[src/rtl/axi_slv_rd_ctrl_pkg.sv]
// Shared widths, AXI codes and FSM states for the SRAM read responder.
// Imported by the interface, the address generator and the top.
package axi_slv_rd_ctrl_pkg;
  localparam int AXI_ID_W   = 4;
  localparam int AXI_ADDR_W = 32;
  localparam int AXI_DATA_W = 32;
  localparam int AXI_LEN_W  = 8;

  localparam logic [1:0] RESP_OKAY   = 2'b00;
  localparam logic [1:0] RESP_SLVERR = 2'b10;
  localparam logic [1:0] RESP_DECERR = 2'b11;

  localparam logic [1:0] BURST_FIXED = 2'b00;
  localparam logic [1:0] BURST_INCR  = 2'b01;
  localparam logic [1:0] BURST_WRAP  = 2'b10;

  localparam logic [2:0] SIZE_4_BYTE = 3'b010;

  typedef enum logic [1:0] {
    ST_IDLE = 2'd0,
    ST_REQ  = 2'd1,
    ST_DATA = 2'd2
  } state_e;
endpackage

[src/rtl/axi_slv_rd_ctrl_if.sv]
// AXI4 AR + R channel bundle between the interconnect
// and the SRAM read responder.
interface axi_slv_rd_ctrl_if
  import axi_slv_rd_ctrl_pkg::*;
#(
  parameter int ID_W   = AXI_ID_W,
  parameter int ADDR_W = AXI_ADDR_W,
  parameter int DATA_W = AXI_DATA_W,
  parameter int LEN_W  = AXI_LEN_W
);
  logic              arvalid;
  logic              arready;
  logic [ID_W-1:0]   arid;
  logic [ADDR_W-1:0] araddr;
  logic [LEN_W-1:0]  arlen;
  logic [2:0]        arsize;
  logic [1:0]        arburst;
  logic              rvalid;
  logic              rready;
  logic [ID_W-1:0]   rid;
  logic [DATA_W-1:0] rdata;
  logic [1:0]        rresp;
  logic              rlast;

  modport master (
    output arvalid, arid, araddr, arlen,
    output arsize, arburst, rready,
    input  arready, rvalid, rid, rdata,
    input  rresp, rlast
  );

  modport slave (
    input  arvalid, arid, araddr, arlen,
    input  arsize, arburst, rready,
    output arready, rvalid, rid, rdata,
    output rresp, rlast
  );
endinterface

[src/rtl/axi_slv_rd_ctrl_addr_gen.sv]
// Combinational beat address step, SRAM window decode
// and per-beat response classification.
module axi_slv_addr_gen
  import axi_slv_rd_ctrl_pkg::*;
#(
  parameter int                ADDR_W    = AXI_ADDR_W,
  parameter int                MEM_AW    = 12,
  parameter logic [ADDR_W-1:0] BASE_ADDR = '0
) (
  input  logic [ADDR_W-1:0] i_addr,
  input  logic [1:0]        i_burst,
  input  logic [2:0]        i_size,
  output logic [ADDR_W-1:0] o_next_addr,
  output logic [MEM_AW-1:0] o_word_addr,
  output logic [1:0]        o_resp
);
  logic [ADDR_W-1:0] w_off;
  logic              w_in_rng;
  logic              w_bad_req;

  // Modulo offset: anything below BASE wraps high and decodes out.
  assign w_off     = i_addr - BASE_ADDR;
  assign w_in_rng  = (w_off >> (MEM_AW + 2)) == '0;
  assign w_bad_req = (i_size != SIZE_4_BYTE) || i_burst[1];

  assign o_word_addr = w_off[MEM_AW+1:2];
  assign o_next_addr = (i_burst == BURST_FIXED) ?
                       i_addr : i_addr + ADDR_W'(4);

  always_comb begin
    o_resp = RESP_OKAY;
    priority case (1'b1)
      w_bad_req: o_resp = RESP_SLVERR;
      !w_in_rng: o_resp = RESP_DECERR;
      default:   o_resp = RESP_OKAY;
    endcase
  end
endmodule

[src/rtl/axi_slv_rd_ctrl.sv]
// AXI4 read responder for a 1-cycle-latency SRAM,
// one outstanding burst, one SRAM read per R beat.
module axi_slv_rd_ctrl
  import axi_slv_rd_ctrl_pkg::*;
#(
  parameter int                ID_W      = AXI_ID_W,
  parameter int                ADDR_W    = AXI_ADDR_W,
  parameter int                DATA_W    = AXI_DATA_W,
  parameter int                LEN_W     = AXI_LEN_W,
  parameter int                MEM_AW    = 12,
  parameter logic [ADDR_W-1:0] BASE_ADDR = '0
) (
  input  logic               clk,
  input  logic               rst_n,
  axi_slv_rd_ctrl_if.slave   s,
  output logic               mem_ren,
  output logic [MEM_AW-1:0]  mem_raddr,
  input  logic [DATA_W-1:0]  mem_rdata
);
  state_e            r_state;
  state_e            w_nxt;
  logic [ID_W-1:0]   r_id;
  logic [ADDR_W-1:0] r_addr;
  logic [LEN_W-1:0]  r_len;
  logic [LEN_W-1:0]  r_cnt;
  logic [2:0]        r_size;
  logic [1:0]        r_burst;
  logic [DATA_W-1:0] r_rdata;
  logic              r_hold;

  logic [ADDR_W-1:0] w_next_addr;
  logic [MEM_AW-1:0] w_word;
  logic [1:0]        w_resp;
  logic              w_ar_hs;
  logic              w_r_hs;
  logic              w_ok;
  logic [DATA_W-1:0] w_beat;

  axi_slv_addr_gen #(
    .ADDR_W    (ADDR_W),
    .MEM_AW    (MEM_AW),
    .BASE_ADDR (BASE_ADDR)
  ) u_addr_gen (
    .i_addr      (r_addr),
    .i_burst     (r_burst),
    .i_size      (r_size),
    .o_next_addr (w_next_addr),
    .o_word_addr (w_word),
    .o_resp      (w_resp)
  );

  assign w_ar_hs = (r_state == ST_IDLE) && s.arvalid;
  assign w_r_hs  = (r_state == ST_DATA) && s.rready;
  assign w_ok    = (w_resp == RESP_OKAY);
  assign w_beat  = w_ok ? mem_rdata : '0;

  always_ff @(posedge clk or negedge rst_n) begin
    if (!rst_n) r_state <= ST_IDLE;
    else        r_state <= w_nxt;
  end

  always_comb begin
    w_nxt = r_state;
    unique case (r_state)
      ST_IDLE: if (s.arvalid) w_nxt = ST_REQ;
      ST_REQ:  w_nxt = ST_DATA;
      ST_DATA: begin
        if (s.rready)
          w_nxt = (r_cnt == r_len) ? ST_IDLE : ST_REQ;
      end
      default: w_nxt = ST_IDLE;
    endcase
  end

  always_ff @(posedge clk or negedge rst_n) begin
    if (!rst_n) begin
      r_id    <= '0;
      r_addr  <= '0;
      r_len   <= '0;
      r_cnt   <= '0;
      r_size  <= '0;
      r_burst <= '0;
      r_rdata <= '0;
      r_hold  <= 1'b0;
    end else if (w_ar_hs) begin
      r_id    <= s.arid;
      r_addr  <= {s.araddr[ADDR_W-1:2], 2'b00};
      r_len   <= s.arlen;
      r_cnt   <= '0;
      r_size  <= s.arsize;
      r_burst <= s.arburst;
    end else if (w_r_hs) begin
      r_hold  <= 1'b0;
      r_cnt   <= r_cnt + LEN_W'(1);
      r_addr  <= w_next_addr;
    end else if (r_state == ST_DATA) begin
      // SRAM data is only valid in the first DATA cycle.
      r_hold  <= 1'b1;
      if (!r_hold) r_rdata <= w_beat;
    end
  end

  assign s.arready = (r_state == ST_IDLE);
  assign s.rvalid  = (r_state == ST_DATA);
  assign s.rid     = r_id;
  assign s.rdata   = (r_state != ST_DATA) ? '0 :
                     r_hold ? r_rdata : w_beat;
  assign s.rresp   = (r_state == ST_DATA) ? w_resp : RESP_OKAY;
  assign s.rlast   = (r_state == ST_DATA) && (r_cnt == r_len);
  assign mem_ren   = (r_state == ST_REQ) && w_ok;
  assign mem_raddr = mem_ren ? w_word : '0;
endmodule

[src/flat_wrapper.sv]
// flat-port wrapper written by rule: the top's interface ports become plain ports
module axi_slv_rd_ctrl_flat import axi_slv_rd_ctrl_pkg::*;
#(
  parameter int                ID_W      = AXI_ID_W,
  parameter int                ADDR_W    = AXI_ADDR_W,
  parameter int                DATA_W    = AXI_DATA_W,
  parameter int                LEN_W     = AXI_LEN_W,
  parameter int                MEM_AW    = 12,
  parameter logic [ADDR_W-1:0] BASE_ADDR = '0
)
  (clk, rst_n, mem_ren, mem_raddr, mem_rdata, s_arvalid, s_arid, s_araddr, s_arlen, s_arsize, s_arburst, s_rready, s_arready, s_rvalid, s_rid, s_rdata, s_rresp, s_rlast);
  axi_slv_rd_ctrl_if #(.ID_W(ID_W), .ADDR_W(ADDR_W), .DATA_W(DATA_W), .LEN_W(LEN_W)) s_i ();
  input  logic clk;
  input  logic rst_n;
  output logic mem_ren;
  output logic [MEM_AW-1:0] mem_raddr;
  input  logic [DATA_W-1:0] mem_rdata;
  input wire logic [$bits(s_i.arvalid)-1:0] s_arvalid;
  input wire logic [$bits(s_i.arid)-1:0] s_arid;
  input wire logic [$bits(s_i.araddr)-1:0] s_araddr;
  input wire logic [$bits(s_i.arlen)-1:0] s_arlen;
  input wire logic [$bits(s_i.arsize)-1:0] s_arsize;
  input wire logic [$bits(s_i.arburst)-1:0] s_arburst;
  input wire logic [$bits(s_i.rready)-1:0] s_rready;
  output wire logic [$bits(s_i.arready)-1:0] s_arready;
  output wire logic [$bits(s_i.rvalid)-1:0] s_rvalid;
  output wire logic [$bits(s_i.rid)-1:0] s_rid;
  output wire logic [$bits(s_i.rdata)-1:0] s_rdata;
  output wire logic [$bits(s_i.rresp)-1:0] s_rresp;
  output wire logic [$bits(s_i.rlast)-1:0] s_rlast;
  assign s_i.arvalid = s_arvalid;
  assign s_i.arid = s_arid;
  assign s_i.araddr = s_araddr;
  assign s_i.arlen = s_arlen;
  assign s_i.arsize = s_arsize;
  assign s_i.arburst = s_arburst;
  assign s_i.rready = s_rready;
  assign s_arready = s_i.arready;
  assign s_rvalid = s_i.rvalid;
  assign s_rid = s_i.rid;
  assign s_rdata = s_i.rdata;
  assign s_rresp = s_i.rresp;
  assign s_rlast = s_i.rlast;
  axi_slv_rd_ctrl #(.ID_W(ID_W), .ADDR_W(ADDR_W), .DATA_W(DATA_W), .LEN_W(LEN_W), .MEM_AW(MEM_AW), .BASE_ADDR(BASE_ADDR)) u_core (.clk(clk), .rst_n(rst_n), .s(s_i), .mem_ren(mem_ren), .mem_raddr(mem_raddr), .mem_rdata(mem_rdata));
endmodule
[config.mk]
export PLATFORM = sky130hd
export DESIGN_NAME = axi_slv_rd_ctrl_flat
export DESIGN_NICKNAME = d
export VERILOG_FILES = /design/src/rtl/axi_slv_rd_ctrl_pkg.sv /design/src/rtl/axi_slv_rd_ctrl_if.sv /design/src/rtl/axi_slv_rd_ctrl_addr_gen.sv /design/src/rtl/axi_slv_rd_ctrl.sv /design/src/flat_wrapper.sv
export SDC_FILE = /design/constraint.sdc
export NUM_CORES = 1
export LEC_CHECK = 0
export BUFFER_PORTS_ARGS = -buffer_cell sky130_fd_sc_hd__buf_4
export CORE_MARGIN = 5
export CORE_UTILIZATION = 56
export DETAILED_ROUTE_END_ITERATION = 10
export PLACE_DENSITY_LB_ADDON = 0.08
export SYNTH_ARGS = -nofsm -noshare
export SYNTH_HDL_FRONTEND = slang
export SYNTH_SLANG_ARGS = --single-unit
export TNS_END_PERCENT = 10
[constraint.sdc]
create_clock -name clk -period 3.5 [get_ports clk]
set_input_delay 0 -clock clk [delete_from_list [all_inputs] [get_ports clk]]
set_output_delay 0 -clock clk [all_outputs]
set_load 0.1 [all_outputs]
==> metrics.txt, run 1 <==
first-pass GRT wire length=~23 mm; Worst Setup End Kind=primary output; Post-Synth Simple-Gate Area=a little under a quarter; critical path cell sequence=nor4_1 > nand4b_4 > or2_4 > nor3_4 > buf_4 > a22o_1 > buf_4; sequential power share=about two fifths; # rows=33; Yosys cell types=53; Synth area leader=dfrtp_1; post-synthesis sequential area ratio=46.9%; Die Y=just over 100 um; Worst setup SP type=flop; CTS root buf=clkbuf_8; Port Buffers=between 100 and 150; Post-DRT Antenna Nets=0; Synthesis Warnings=0; Switching Fraction=~46%; DIE AREA=between 10000 and 15000 sq um; Fin. Hold Viols=0; filler instances=about 520; synthesized-area fraction occupied by adder cells=0.521%; I/O pin total=139; PwrDens=between 600 and 700 nW/um^2; final setup fails=0; Final GP Congestion=0.874; syn_area_per_cell=9.54 sq um; area of the core=around 8300 sq um; Compound-Gate Fraction of Synth Area=a little under a quarter; Clk pwr share=14.9%; Ant. Diodes=0; Switch Pwr=roughly 2000 uW; post-route clock period utilization=just over 80%; CTS tree=done; Worst Path Class, Setup=reg2out; total detailed-routing wirelength=14.1 mm; most frequent CP cell=buf_4; Lkg Pwr=between 0.003 and 0.004 uW; CP Data Arrival Time=roughly 2800 ps; max-slew violations=0; CTS Buffer Depth=2; placed instance area=5870 sq um; xor/xnor share of the synthesized area=2.74%; largest net degree at the start of global routing=74; top post-synthesis cells by area=dfrtp_1 47%, a22o_1 12%, nand2_1 6.3%; multiplexer share of the synthesized area=less than 1%; Vias/cell=a little under 6; Num CTS Buffers=9; Peak supply drop=between 0.0006 and 0.0007 V; Comb power frac=about 44%; Placed Cells incl. Taps=between 700 and 800; Final Cell Area=6850 sq um; worst setup margin=between 600 and 700 ps; unrepaired setup endpoints after global routing=no; initial antenna violation count=0; clock sinks=90; vias in the first global route=between 4000 and 5000; CP Data Required Time=3500 ps; FFs w/ async S/R, synth=between 90% and 100%; Synth Cell Area=4800 sq um; cts repair resizes=0; hold crit path type=in2reg; commonest cells in the netlist=90 x dfrtp_1, 80 x nand2_1, 64 x a22o_1; dpl hpwl=8.72 mm; combinational family with the most area after synthesis=compound AO/OA/AOI/OAI gates; die width=between 100 and 150 um; initial drt markers=between 300 and 400; htree depth=3; FMAX=approximately 350 MHz; wire per inst=about 17 um; skew final=approximately 11 ps; Worst-path clk slew=90 ps; slowest CP cell=nor4_1; status=completed; Synth Flop Type=dfrtp_1; Nets=792; EDFF count, synth=0; Area growth syn-to-layout=42.6%; share of post-route cells with drive strength above 1=24.8%; Mapped Nets=590; Synth top area share=46.9%; Worst Tran Pin Value=around 1100 ps; number of max-cap violations=0; drt pass-1 iters=5; #FFs+latches synth=90; clk_lat worst skew=approximately 350 ps; total number of vias=approximately 4800; Int Power=2320 uW; pre-CTS setup slack=about 1100 ps; Non-Filler Instances=between 800 and 900; Post-route DRC=0; Syn Inst Count=503; most frequent cell after synthesis=dfrtp_1; CP peak stage delay=between 600 and 700 ps; minimum clock period=about 2800 ps; Starting Density=between 50% and 60%; grt ovf=0; overall global routing resource usage=between 20 and 30%; maximum net fanout on the critical path=32; Final Util=between 80% and 90%; Worst slew margin=27.1%
==> flip-flops by register name (all words and copies together) (netlist names) <==
name	flops
u_core.r_burst	2
u_core.r_rdata	32
u_core.r_addr	30
u_core.r_state	2
u_core.r_size	3
u_core.s.rid	4
u_core.r_hold	1
u_core.r_len	8
u_core.r_cnt	8
==> cell type report <==
type	count	area (sq um)	share of cell area, %
repair buffers	225	1890	27.6
well taps	105	131	1.92
inverters	7	26.3	0.384
clock buffers	9	124	1.81
flip-flops and latches	90	2250	32.9
clock inverters	7	53.8	0.786
multi-input cells	372	2370	34.6
==> path summary, 6_finish.rpt <==
check,slack (ps),startpoint,end,cells after the start
setup / recovery,660,u_core.r_addr[18],s_rdata[0],7
hold / removal,30,s_araddr[26],u_core.r_addr[26],3
setup reg to reg,1080,u_core.r_addr[18],u_core.r_rdata[28],5
hold reg to reg,470,u_core.r_size[1],u_core.r_size[1],2
max in group asynchronous,2380,rst_n,u_core.s.rid[1],3
min in group asynchronous,300,rst_n,u_core.r_rdata[24],2
==> cell families after synthesis <==
group | count (synthesis)
XOR/XNOR | 15
buffers and inverters | 41
AND/OR/NAND/NOR | 206
multiplexers | 1
adder cells (fa/ha/maj) | 2
AO/OA/AOI/OAI | 148
flip-flops | 90
==> per-layer routing <==
layer | GRT usage (%) | up-vias | wire, um
met5 | 0 | - | 0
met4 | 9.79 | 0 | 345
met3 | 4.33 | 33 | 971
met2 | 44.3 | 190 | 6820
met1 | 37.3 | 2336 | 5930
li1 | - | 2278 | -
==> worst max-delay path, delay by kind of cell (launching register included) <==
family | cells | cell delay (ps)
DFF | 1 | 450
buffers and inverters | 2 | 640
AOI/OAI and AO/OA | 1 | 210
and+or+nand+nor | 4 | 1180
==> power by group through the flow <==
| stage | combinational [uW] | clock (uW) | sequential [uW] |
|---|---|---|---|
| after floorplan | 1250 | 0 | 1840 |
| after global placement | 1750 | 0 | 1760 |
| after detailed placement | 1800 | 0 | 1780 |
| after CTS | 1880 | 661 | 1760 |
| after global routing | 2070 | 704 | 1830 |
| final | 1890 | 643 | 1780 |
==> layout by cell type, fill, tap and decap left out, types with 4 or more instances in the layout <==
master	synthesis	routed
nor2_1	24	24
dlygate4sd3_1	0	80
o21ai_0	11	11
a22o_1	64	64
a221o_1	4	4
dfrtp_1	90	90
inv_1	6	6
nand3_1	23	23
clkbuf_8	0	9
buf_4	0	145
xnor2_1	9	9
nand4_1	13	13
o22ai_1	7	7
or4_1	7	7
and3_1	6	6
and2_1	16	16
a21o_1	6	6
o211ai_1	5	5
a21oi_1	26	26
xor2_1	6	6
nor4_1	7	7
nor3_1	9	9
a22oi_1	6	6
nand2_1	80	79
or3_1	4	4
==> metrics by stage <==
step	total power, uW	hold slack [ps]	TNS [ps]
5_1_grt	4600	35.1	0
6_report	4310	34.2	0
4_1_cts	4300	20.1	0
2_1_floorplan	3080	-296	-1020
3_3_place_gp	3510	189	0
3_5_place_dp	3580	193	0
==> timing repair <==
action,4_1_cts,5_1_grt
hold endpoints to repair,153,0
hold buffers,80,0
setup endpoints to repair,0,0
buffers inserted,0,0
Power figures use the tool's default switching activity.
==> run 2: changes to the inputs <==
--- a/config.mk
+++ b/config.mk
@@ -7,7 +7,7 @@
 export LEC_CHECK = 0
 export BUFFER_PORTS_ARGS = -buffer_cell sky130_fd_sc_hd__buf_4
 export CORE_MARGIN = 5
-export CORE_UTILIZATION = 56
+export CORE_UTILIZATION = 52
 export DETAILED_ROUTE_END_ITERATION = 10
 export PLACE_DENSITY_LB_ADDON = 0.08
 export SYNTH_ARGS = -nofsm -noshare
==> constraint.sdc (replaced) <==
create_clock -name clk -period 2.95 [get_ports clk]
set_input_delay 0 -clock clk [delete_from_list [all_inputs] [get_ports clk]]
set_output_delay 0 -clock clk [all_outputs]
set_load 0.1 [all_outputs]
==> metrics.txt, run 2 (same netlist as run 1, synthesis figures left out) <==
Switch Pwr=around 2300 uW; reg2reg path depth=5; Peak supply drop=roughly 0.00062 V; CP Data Required Time=2950 ps; Comb power frac=a little over two fifths; htree depth=3; FMAX=359 MHz; Top delay family on crit path=simple AND/OR/NAND/NOR gates; DIE AREA=11300 sq um; Final GP Congestion=between 0.9 and 1; most frequent CP cell=buf_4; die width=roughly 110 um; Starting Density=a little over half; hold depth=3; grt ovf=0; Worst-path clk slew=roughly 90 ps; total number of vias=about 4800; CP peak stage delay=520 ps; largest net degree at the start of global routing=77; dpl hpwl=roughly 8.8 mm; unrepaired setup endpoints after global routing=no; skew final=14.0 ps; PwrDens=744 nW/um^2; Worst Setup End Kind=primary output; commonest non-fill, non-tap cell in the layout=buf_4; total detailed-routing wirelength=14.2 mm; final setup fails=0; CTS Buffer Depth=2; Worst slew margin=between 30% and 40%; Int Power=approximately 2800 uW; Top reg by flops=u_core.r_rdata; initial drt markers=342; sequential power share=about two fifths; Lkg Pwr=about 0.0032 uW; post-route clock period utilization=between 90% and 100%; minimum clock period=approximately 2800 ps; number of max-cap violations=0; clk_lat worst skew=between 300 and 400 ps; biggest regs=u_core.r_rdata (32), u_core.r_addr (30); drt pass-1 iters=5; Worst Tran Pin Value=969 ps; TNS Setup=0 ps; WHS=36.7 ps; Stages on worst setup path=7; status=completed; max-slew violations=0; slowest CP cell=or4b_1; vias in the first global route=between 4000 and 5000; wire per inst=approximately 17 um; clock sinks=90; overall global routing resource usage=~26%; CTS tree=done; share of post-route cells with drive strength above 1=between 20% and 30%; Final Util=75.4%; Num CTS Buffers=9; pre-CTS setup slack=approximately 480 ps; Post-route DRC=0; CP Data Arrival Time=2790 ps; max reg flops=32; Final Cell Area=around 6900 sq um; Switching Fraction=45.9%; Nets=slightly below 800; Fin. Hold Viols=0; Clk pwr share=about 15%; I/O pin total=approximately 140; # rows=35; initial antenna violation count=0; Vias/cell=~5.9; maximum net fanout on the critical path=32; Area growth syn-to-layout=43.1%; Port Buffers=~140; Post-DRT Antenna Nets=0; hold crit path type=in2reg; worst setup margin=165 ps; critical path cell sequence=or4b_1 > nand4b_4 > or2_4 > nor3_4 > buf_4 > a22o_1 > buf_4; area of the core=between 9000 and 10000 sq um; WP buf/inv=2; CTS root buf=clkbuf_8; most frequent cells in the layout=147 x buf_4, 90 x dfrtp_1, 80 x dlygate4sd3_1; placed instance area=approximately 6000 sq um; first-pass GRT wire length=around 24 mm; Worst setup SP type=flop; Die Y=106 um; Worst Path Class, Setup=reg2out
-- run 2: what timing repair did --
action                                 4_1_cts  5_1_grt
endpoints found under the hold margin      155        0
hold buffers                                80        0
setup buffers                                0        0
setup endpoints to repair                    0       32
gates resized for setup                      0        1
-- run 2: path summary, 6_finish.rpt --
path	startpoint	to	slack [ps]
setup / recovery	u_core.r_burst[1]	s_rdata[2]	160
hold / removal	s_araddr[26]	u_core.r_addr[26]	40
setup reg to reg	u_core.r_burst[1]	u_core.r_rdata[30]	540
hold reg to reg	u_core.r_size[0]	u_core.r_size[0]	480
max in group asynchronous	rst_n	u_core.r_cnt[2]	1900
min in group asynchronous	rst_n	u_core.r_rdata[21]	330
-- run 2: metrics by stage --
stage	total power (uW)	std cells
after floorplan	3660	503
after global routing	5470	823
final	5110	824
after detailed placement	4250	727
after CTS	5110	823
after global placement	4180	727
-- run 2: per-layer routing --
layer / global-route usage [%] / wire length (um)
met1: 34.7 / 6180
met2: 43.4 / 6980
met3: 3.58 / 764
met4: 7.86 / 230
met5: 0 / 0
-- run 2: power by group through the flow --
stage	combinational, uW	sequential, uW	clock (uW)
2_1_floorplan	1480	2180	0
3_3_place_gp	2080	2100	0
3_5_place_dp	2130	2120	0
4_1_cts	2230	2100	784
5_1_grt	2460	2180	832
6_report	2230	2120	760
-- run 2: final cells by class --
class / instances / area, sq um
Multi-Input combinational cell: 372 / 2370
Sequential cell: 90 / 2250
Fill cell: 616 / 2240
Timing Repair Buffer: 227 / 1900
Tap cell: 111 / 139
Clock buffer: 11 / 131
Clock inverter: 5 / 38.8
Inverter: 7 / 26.3
Antenna cell: 1 / 2.50
-- run 2: worst reg2reg max path, delay by kind of cell (launching register included) --
kind | cells | cell delay [ps]
DFF | 1 | 430
and+or+nand+nor | 4 | 1640
AOI/OAI and AO/OA | 1 | 260
